### src/rtl/eclk_interval_timer.sv
// 8520-style 16-bit interval timer counting E-clock (or cascaded) ticks in the clk_28 domain.
// Provides a CPU register port, a one-cycle underflow pulse and a sticky interrupt flag.
module eclk_interval_timer #(
  parameter logic [15:0] LATCH_RST = 16'hFFFF,
  parameter bit          IRQ_PRIO  = 1'b1
) (
  input  logic       clk_28,
  input  logic       reset_n,
  input  logic       clk7_en,
  input  logic       eclk_en,
  input  logic       cnt_en,
  input  logic       wr_en,
  input  logic [1:0] addr,
  input  logic [7:0] wr_data,
  output logic [7:0] rd_data,
  input  logic       irq_ack,
  output logic       tmr_uf,
  output logic       irq
);

  localparam logic [1:0] ADDR_LO   = 2'd0;
  localparam logic [1:0] ADDR_HI   = 2'd1;
  localparam logic [1:0] ADDR_CTRL = 2'd2;

  localparam int BIT_START   = 0;
  localparam int BIT_ONESHOT = 3;
  localparam int BIT_LOAD    = 4;
  localparam int BIT_INMODE  = 5;

  logic [15:0] latch;
  logic [15:0] counter;
  logic        start;
  logic        oneshot;
  logic        inmode;

  logic        wr_lo;
  logic        wr_hi;
  logic        wr_ctrl;
  logic        force_load;
  logic        hi_load;
  logic        tick;
  logic        underflow;
  logic        ack;

  // Decode of this clk7_en cycle's activity; loads pre-empt the tick entirely.
  always_comb begin
    wr_lo      = clk7_en & wr_en & (addr == ADDR_LO);
    wr_hi      = clk7_en & wr_en & (addr == ADDR_HI);
    wr_ctrl    = clk7_en & wr_en & (addr == ADDR_CTRL);
    force_load = wr_ctrl & wr_data[BIT_LOAD];
    hi_load    = wr_hi & ~start;
    tick       = clk7_en & start & (inmode ? cnt_en : eclk_en);
    underflow  = tick & ~force_load & ~hi_load & (counter == 16'h0000);
    ack        = clk7_en & irq_ack;
  end

  always_ff @(posedge clk_28 or negedge reset_n) begin
    if (!reset_n) begin
      latch <= LATCH_RST;
    end else begin
      if (wr_lo) latch[7:0]  <= wr_data;
      if (wr_hi) latch[15:8] <= wr_data;
    end
  end

  // A hi-latch load uses the low byte as it stood before this cycle.
  always_ff @(posedge clk_28 or negedge reset_n) begin
    if (!reset_n) begin
      counter <= LATCH_RST;
    end else if (force_load) begin
      counter <= latch;
    end else if (hi_load) begin
      counter <= {wr_data, latch[7:0]};
    end else if (tick) begin
      counter <= underflow ? latch : (counter - 16'd1);
    end
  end

  // A control write overrides both the one-shot stop and the hi-write auto-start.
  always_ff @(posedge clk_28 or negedge reset_n) begin
    if (!reset_n) begin
      start   <= 1'b0;
      oneshot <= 1'b0;
      inmode  <= 1'b0;
    end else if (wr_ctrl) begin
      start   <= wr_data[BIT_START];
      oneshot <= wr_data[BIT_ONESHOT];
      inmode  <= wr_data[BIT_INMODE];
    end else if (underflow && oneshot) begin
      start <= 1'b0;
    end else if (hi_load && oneshot) begin
      start <= 1'b1;
    end
  end

  always_ff @(posedge clk_28 or negedge reset_n) begin
    if (!reset_n) begin
      tmr_uf <= 1'b0;
      irq    <= 1'b0;
    end else begin
      tmr_uf <= underflow;
      if (underflow && (IRQ_PRIO || !ack)) begin
        irq <= 1'b1;
      end else if (ack) begin
        irq <= 1'b0;
      end
    end
  end

  always_comb begin
    rd_data = 8'h00;
    case (addr)
      ADDR_LO:   rd_data = counter[7:0];
      ADDR_HI:   rd_data = counter[15:8];
      ADDR_CTRL: rd_data = {2'b00, inmode, 1'b0, oneshot, 2'b00, start};
      default:   rd_data = 8'h00;
    endcase
  end

endmodule

### config.mk
export PLATFORM = sky130hd
export DESIGN_NAME = eclk_interval_timer
export DESIGN_NICKNAME = d
export VERILOG_FILES = /design/src/rtl/eclk_interval_timer.sv
export SDC_FILE = /design/constraint.sdc
export NUM_CORES = 1
export LEC_CHECK = 0
export BUFFER_PORTS_ARGS = -buffer_cell sky130_fd_sc_hd__buf_4
export CAP_MARGIN = 5
export CORE_MARGIN = 5
export CORE_UTILIZATION = 45
export DETAILED_ROUTE_END_ITERATION = 7
export PLACE_DENSITY_LB_ADDON = 0.1
export SKIP_LAST_GASP = 1
export SLEW_MARGIN = 40
export SYNTH_ARGS = -nofsm -noshare
export SYNTH_HDL_FRONTEND = slang
export SYNTH_SLANG_ARGS = --single-unit
### constraint.sdc
create_clock -name clk_28 -period 1.71 [get_ports clk_28]
set_input_delay 0.0855 -clock clk_28 [delete_from_list [all_inputs] [get_ports clk_28]]
set_output_delay 0.0855 -clock clk_28 [all_outputs]
set_load 0.01 [all_outputs]
---- Yosys cells after proc, flatten, opt, wreduce, memory -nomap -nowiden ----
Index checks and enable logic that the tools add are counted.
storage, ports and cells
  input bits .............................. 17
  register bits ........................... 37
  output and inout port bits .............. 10
operators by class
  reductions and logical operators ........ 7
  $add $sub $neg .......................... 1
  bitwise gates (word level) .............. 15
  equal/unequal tests ..................... 2
  muxes and demuxes ....................... 11
operators by type and width
  operator                 count
  $mux W16                 4
  $pmux W8 S3              1
  $logic_not A16 Y1        1
  $sub A16 B1 Y16 const B  1
  $and A1 B1 Y1            12
  $mux W1                  6
  $reduce_bool A3 Y1       2
  $not A1 Y1               3
  $eq A2 B1 Y1 const B     1
  $eq A2 B2 Y1 const B     1
  $logic_and A1 B1 Y1      2
  $logic_not A2 Y1         1
  $reduce_bool A2 Y1       1

---- Depth between registers and ports, before layout ----
Gate-level depths: netlist of run 1.
  word-level depth ........................ 11
  depth in mapped cells ................... 8
  gate-level depth less buffers ........... 7

---- Least setup slack after synthesis of run 1 ----
No wires, ideal clock.
  kind .................................... register -> register
  start ................................... reg counter[0]
  end ..................................... reg counter[14]
  setup slack ............................. -0.114 ns
  data required time ...................... 1.613 ns
  stages on the path, launching flop included .. 8
  library setup time ...................... 0.097 ns
  data arrival time ....................... 1.727 ns
  cells stage by stage .................... dfstp_2 -> inv_1 -> ha_1 -> nor3b_1 -> nand2_2 -> a2111o_1 -> a211oi_1 -> o31ai_1
on the way
  longest elaborated chain between the ends .. 6
RTL lines
  element                                                                  RTL line  text
  start: declaration                                                       31        logic [15:0] counter;
  start signal: assignment                                                 71        counter <= latch;
  start signal: assignment                                                 73        counter <= {wr_data, latch[7:0]};
  start signal: assignment                                                 75        counter <= underflow ? latch : (counter - 16'd1);
  parallel branches: the longest is 2 deep, another holds $sub A16 B1 Y16  -
  $mux W16 *                                                               75
  $mux W16 *                                                               74        end else if (tick) begin
  $mux W16 *                                                               72        end else if (hi_load) begin
  $mux W16 *                                                               70        end else if (force_load) begin
Mark *: on every way between the ends. The select of a mux whose other input is x is not followed.
A chain may end at the register's enable or synchronous reset.

---- Worst setup path after layout of run 1 ----
  start ................................... reg counter[4]
  end ..................................... reg counter[12]
The elaborated chain is that of the path after synthesis.

==> results_dict.tcl, run 1 <==
set metrics [dict create \
    via_per_inst 5.55 \
    dieArea_um2 6730 \
    grt.overflow.total 0 \
    top_usage_layer "met2" \
    hold_end "latch[9]" \
    clk_latency_ps 290 \
    syn2layout_area_growth_pct 34.0 \
    drc_errors 0 \
    cts_root_buffer "clkbuf_8" \
    initial_core_util 0.460 \
    hold_depth 3 \
    n_fill_cell 447 \
    synth_ff_type "dfstp_2" \
    maxCapViolCount 0 \
    end_kind "flop" \
    cts_max_level 2 \
    cts_tree "done" \
    cp.required_ps 1930 \
    pwr_density_cell_nw_per_um2 891 \
    ir_drop_mv 0.477 \
    path_clk_slew_ps 80 \
    synthDistinctLibCells 60 \
    place_inst 371 \
    portBuffers 26 \
    syn_area_um2 2330 \
    cts_num_sinks 37 \
    status "finished with violations" \
    finalHoldViolations 0 \
    dieHeight_um 82.0 \
    drv_slew 0 \
    drt.antenna.violating_nets 0 \
    fin_crit_sh 1.03 \
    drt_iter0_markers 160 \
    grt_use_met3 0.0340 \
    first_pass_iters 4 \
    clock_skew_ps 7.72 \
    period_minus_slack_ps 1760 \
    routabilityCongestion 0.888 \
    synth.net_count 264 \
    cts_inserted_buffers 5 \
    layout-drive-gt1-share 0.484 \
    synthCells 245 \
    netlist.area_leader.share 0.360 \
    slowest_delay_ps 390 \
    crit_slowest_cell "dfstp_2" \
    slew_headroom 0.665 \
    r2r-end "counter[12]" \
    yosys.area.top_type "dfstp_2" \
    fin_hold_ws_ps 8.89 \
    vias 2153 \
    finalNetCount 336 \
    leakagePower_nw 1.36 \
    grtUsageMet1 0.300 \
    violations "setup timing" \
    setup_slack_ps -53.0 \
    cp.arrival_ps 1980 \
    cp-start-kind "flop" \
    met2_usage 0.368 \
    grt_pass1_vias 2209 \
    wl_per_cell_um 17.6 \
    worstReg2RegStart "counter[4]" \
    antenna_found_initial 0 \
    min_from "wr_data[1]" \
    path_max_fanout 3 \
    worstMarginPinSlew_ps 503 \
    seq_area_frac_synth 0.414 \
    cp.buffers_inverters 2 \
    crit_start "counter[4]" \
    ys_async_sr_fraction 1.00 \
    rrSetupSlack_ps -50 \
    rsz0062_at_grt "yes" \
    dp_hpwl_mm 4.94 \
    gr-usage-all-layers 0.222 \
    wirelength_mm 6.81 \
    ys_top_cells_by_area "dfstp_2 (36%), nand2_1 (8.0%), mux2i_1 (7.3%), dfrtp_1 (5.4%), mux2_2 (5.3%)" \
    n_antenna_cell 0 \
    ys.warnings.count 0 \
    avgSynthCellArea_um2 9.53 \
    clockBufferDepth 2 \
    final_core_util 0.617 \
    cp_cell_sequence "nor3_4 -> buf_6 -> nand3_2 -> nor4_4 -> buf_4 -> mux2i_2 -> o31ai_2" \
    grt_max_degree 38 \
    worst-r2r-cell-count 7 \
    coreArea_um2 5070 \
    critPathTopFamily "simple AND/OR/NAND/NOR gates" \
    post-place-ws_ps -95.8 \
    holdCritPathClass "input port to flop" \
    fmax_ghz 0.567 \
    criticalPathCategory "flop to flop" \
    ys_seq_elements 37 \
    synth_edf_count 0 \
    die_w_um 82.0 \
    rows 26 \
    grt_pass1_wl_mm 11.3 \
    fin_cells 388 \
    finalSetupViolations 8 \
    fin_tns_setup_ps -228 \
    pin_count 27 \
]
==> state kept, by name, indices dropped and copies added, names as in the netlist <==
signal / count
counter: 16
inmode: 1
irq: 1
latch: 16
oneshot: 1
start: 1
tmr_uf: 1
==> cell usage after synthesis (4+ instances only) <==
| master | count |
|---|---|
| nand2_1 | 50 |
| dfstp_2 | 32 |
| mux2i_1 | 17 |
| nor2_1 | 16 |
| mux2_2 | 11 |
| a21oi_1 | 10 |
| o21ai_0 | 10 |
| nand3_1 | 8 |
| nand4_1 | 6 |
| dfrtp_1 | 5 |
| or4_1 | 4 |
==> where the power goes <==
part           leakage, nW  internal (W)  switching (W)
combinational        0.921      0.000467       0.000437
clock               0.0395      0.000290       0.000308
sequential           0.399       0.00114       0.000144
total                 1.36       0.00190       0.000889
==> worst reg2reg max path, cell delays in order, from the launching register on <==
cell     delay, ps
dfstp_2        390
nor3_4         230
buf_6          150
nand3_2        100
nor4_4         350
buf_4          180
mux2i_2        220
o31ai_2         80
==> logic make-up (layout without fill, tap and decap cells) <==
group | after synthesis | in the layout | synth area share
mux | 28 | 28 | 0.126
xor+xnor | 1 | 1 | 0.00375
fa+ha+maj | 2 | 2 | 0.0107
simple gates | 119 | 119 | 0.281
buf+inv | 13 | 86 | 0.0316
flops | 37 | 37 | 0.414
compound gates | 45 | 45 | 0.133
==> area by class of cell <==
| class | instances | area (um2) | share of cell area |
|---|---|---|---|
| multi-input cells | 195 | 1390 | 0.445 |
| flip-flops and latches | 37 | 966 | 0.309 |
| repair buffers | 75 | 593 | 0.190 |
| well taps | 70 | 87.6 | 0.0280 |
| clock buffers | 8 | 80.1 | 0.0256 |
| inverters | 3 | 11.3 | 0.00360 |
==> layer usage <==
layer / share of wire / vias to the layer above
met5: 0 / -
met4: 0.0088 / 0
met3: 0.055 / 8
met2: 0.48 / 63
met1: 0.45 / 1048
li1: - / 1034
==> worst max-delay path by stage <==
stage                     slack [ps]           to  depth (start not counted)
after floorplan                   -3   counter[4]                          7
after global placement           -60  counter[11]                          6
after detailed placement        -100  counter[15]                          6
after CTS                        -40  counter[13]                          8
after global routing            -150  counter[12]                          6
final                            -50  counter[12]                          7
==> placed cells by master, fill, tap and decap left out, types with 5 or more instances in the layout <==
cell	n
clkbuf_8	5
mux2i_1	15
dfstp_2	32
nand2_1	49
a21oi_1	10
buf_4	69
dfrtp_1	5
nand3_1	8
nand4_1	6
mux2_2	10
o21ai_0	9
nor2_1	14
==> per-stage QoR <==
stage               instance area (um2)  power, W
finish                             3130   0.00279
global route                       3130   0.00297
floorplan                          2350   0.00175
CTS                                3050   0.00277
global placement                   2880   0.00214
detailed placement                 2880   0.00215
==> what timing repair did <==
action / CTS / global route
resized for setup: 7 / 15
endpoints found under the hold margin: 5 / 0
endpoints found under the setup margin: 13 / 17
setup buffers: 5 / 3
hold buffers: 1 / 0
pin swaps: 9 / 7
Power figures use the tool's default switching activity.
==> inputs of run 2 (changes only) <==
--- a/config.mk
+++ b/config.mk
@@ -11,6 +11,7 @@
 export CORE_UTILIZATION = 45
 export DETAILED_ROUTE_END_ITERATION = 7
 export PLACE_DENSITY_LB_ADDON = 0.1
+export SKIP_CTS_REPAIR_TIMING = 1
 export SKIP_LAST_GASP = 1
 export SLEW_MARGIN = 40
 export SYNTH_ARGS = -nofsm -noshare
==> run 2 against run 1 <==
- the flow still finishes with violations (setup timing)
- die area unchanged
- power increased by 0.28%
- via count about the same
- first-iteration DRC count decreased by 0.63%
- clock-buffer cell count unchanged
- hold slack about the same
- critical path type unchanged
==> results_dict.tcl, run 2 (synthesized netlist as in run 1, its figures left out) <==
set metrics [dict create \
    finalNetCount 333 \
    via_per_inst 5.60 \
    clkPwrFrac 0.215 \
    grt.overflow.total 0 \
    routabilityCongestion 0.888 \
    drt.antenna.violating_nets 0 \
    internal-power_w 0.00190 \
    setup_slack_ps -57.2 \
    finalSetupViolations 5 \
    period_minus_slack_ps 1770 \
    n_antenna_cell 0 \
    criticalPathCategory "flop to flop" \
    maxCapViolCount 0 \
    gr-usage-all-layers 0.219 \
    post-place-ws_ps -95.8 \
    final_cell_mix "buf_4 (67), nand2_1 (49), dfstp_2 (32)" \
    grt_max_degree 38 \
    end_kind "flop" \
    cts_max_level 2 \
    cts_inserted_buffers 5 \
    hold_depth 3 \
    drv_slew 0 \
    clk_latency_ps 290 \
    grt_pass1_wl_mm 11.1 \
    reg.largest.list "counter x16, latch x16" \
    final_core_util 0.612 \
    status "finished with violations" \
    clock_skew_ps 7.80 \
    layout-drive-gt1-share 0.489 \
    leakagePower_nw 1.35 \
    rsz0062_at_grt "yes" \
    portBuffers 26 \
    fin_tns_setup_ps -146 \
    cts_num_sinks 37 \
    cp-start-kind "flop" \
    coreArea_um2 5070 \
    path_clk_slew_ps 70 \
    syn2layout_area_growth_pct 33.1 \
    slew_headroom 0.667 \
    antenna_found_initial 0 \
    finalHoldViolations 0 \
    r2r-end "counter[5]" \
    die_w_um 82.0 \
    hold_end "latch[9]" \
    worstMarginPinSlew_ps 499 \
    drc_errors 0 \
    violations "setup timing" \
    vias 2155 \
    fmax_ghz 0.566 \
    cts_tree "done" \
    dieHeight_um 82.0 \
    final_common_cell "buf_4" \
    p_sw_frac 0.319 \
    grt_pass1_vias 2172 \
    first_pass_iters 5 \
    initial_core_util 0.460 \
    place_inst 371 \
    fin_cells 385 \
    drt_iter0_markers 159 \
    cp.required_ps 1920 \
    min_from "wr_data[1]" \
    fin_crit_sh 1.03 \
    worst-r2r-cell-count 8 \
    clockBufferDepth 2 \
    dieArea_um2 6730 \
    cp.arrival_ps 1970 \
    wirelength_mm 6.85 \
    ir_drop_mv 0.479 \
    path_max_fanout 6 \
    dp_hpwl_mm 4.94 \
    rrSetupSlack_ps -60 \
    p_comb_frac 0.325 \
    pwr_density_cell_nw_per_um2 900 \
    wl_per_cell_um 17.8 \
    holdCritPathClass "input port to flop" \
    worstReg2RegStart "counter[1]" \
    cts_root_buffer "clkbuf_8" \
    rows 26 \
    switchingPower_w 0.000892 \
    fin_hold_ws_ps 8.91 \
    pin_count 27 \
    seqPwrFrac 0.461 \
]
run 2: layout make-up:
class	instances	area, um2
Timing Repair Buffer	72	567
Multi-Input combinational cell	195	1400
Inverter	3	11.3
Clock buffer	8	80.1
Sequential cell	37	966
Fill cell	451	1970
Tap cell	70	87.6
run 2: worst max path at each step:
stage          cells past startpoint       start          end
2_1_floorplan                      7  counter[0]   counter[4]
3_3_place_gp                       6  counter[1]  counter[11]
3_5_place_dp                       6  counter[1]  counter[15]
4_1_cts                            6  counter[1]  counter[15]
5_1_grt                            6  counter[3]   counter[5]
6_report                           8  counter[1]   counter[5]
run 2: worst max-delay path: stages (launching register included):
cell       delay [ps]
dfstp_2           370
inv_2              50
ha_2              150
nor2b_4           130
nand4_1           190
buf_4             210
o21a_4            230
a21oi_1           150
a2bb2oi_1         200
run 2: power groups by stage:
stage                     Sequential (W)  Combinational, W  Clock (W)
after floorplan                  0.00128          0.000474          0
after global placement           0.00128          0.000856          0
after detailed placement         0.00129          0.000859          0
after CTS                        0.00128          0.000862   0.000609
after global routing             0.00131           0.00101   0.000654
final                            0.00129          0.000909   0.000600
run 2: routing by layer:
| metal | global-route usage | vias up | share of wire |
|---|---|---|---|
| li1 | - | 1029 | - |
| met1 | 0.298 | 1042 | 0.45 |
| met2 | 0.353 | 76 | 0.48 |
| met3 | 0.0384 | 8 | 0.065 |
| met4 | 0.0698 | 0 | 0.011 |
| met5 | 0 | - | 0 |
run 2: stage by stage:
stage	total power, W	cell area [um2]
final	0.00280	3110
after global routing	0.00297	3110
after CTS	0.00275	2960
after detailed placement	0.00215	2880
after global placement	0.00214	2880
after floorplan	0.00175	2350
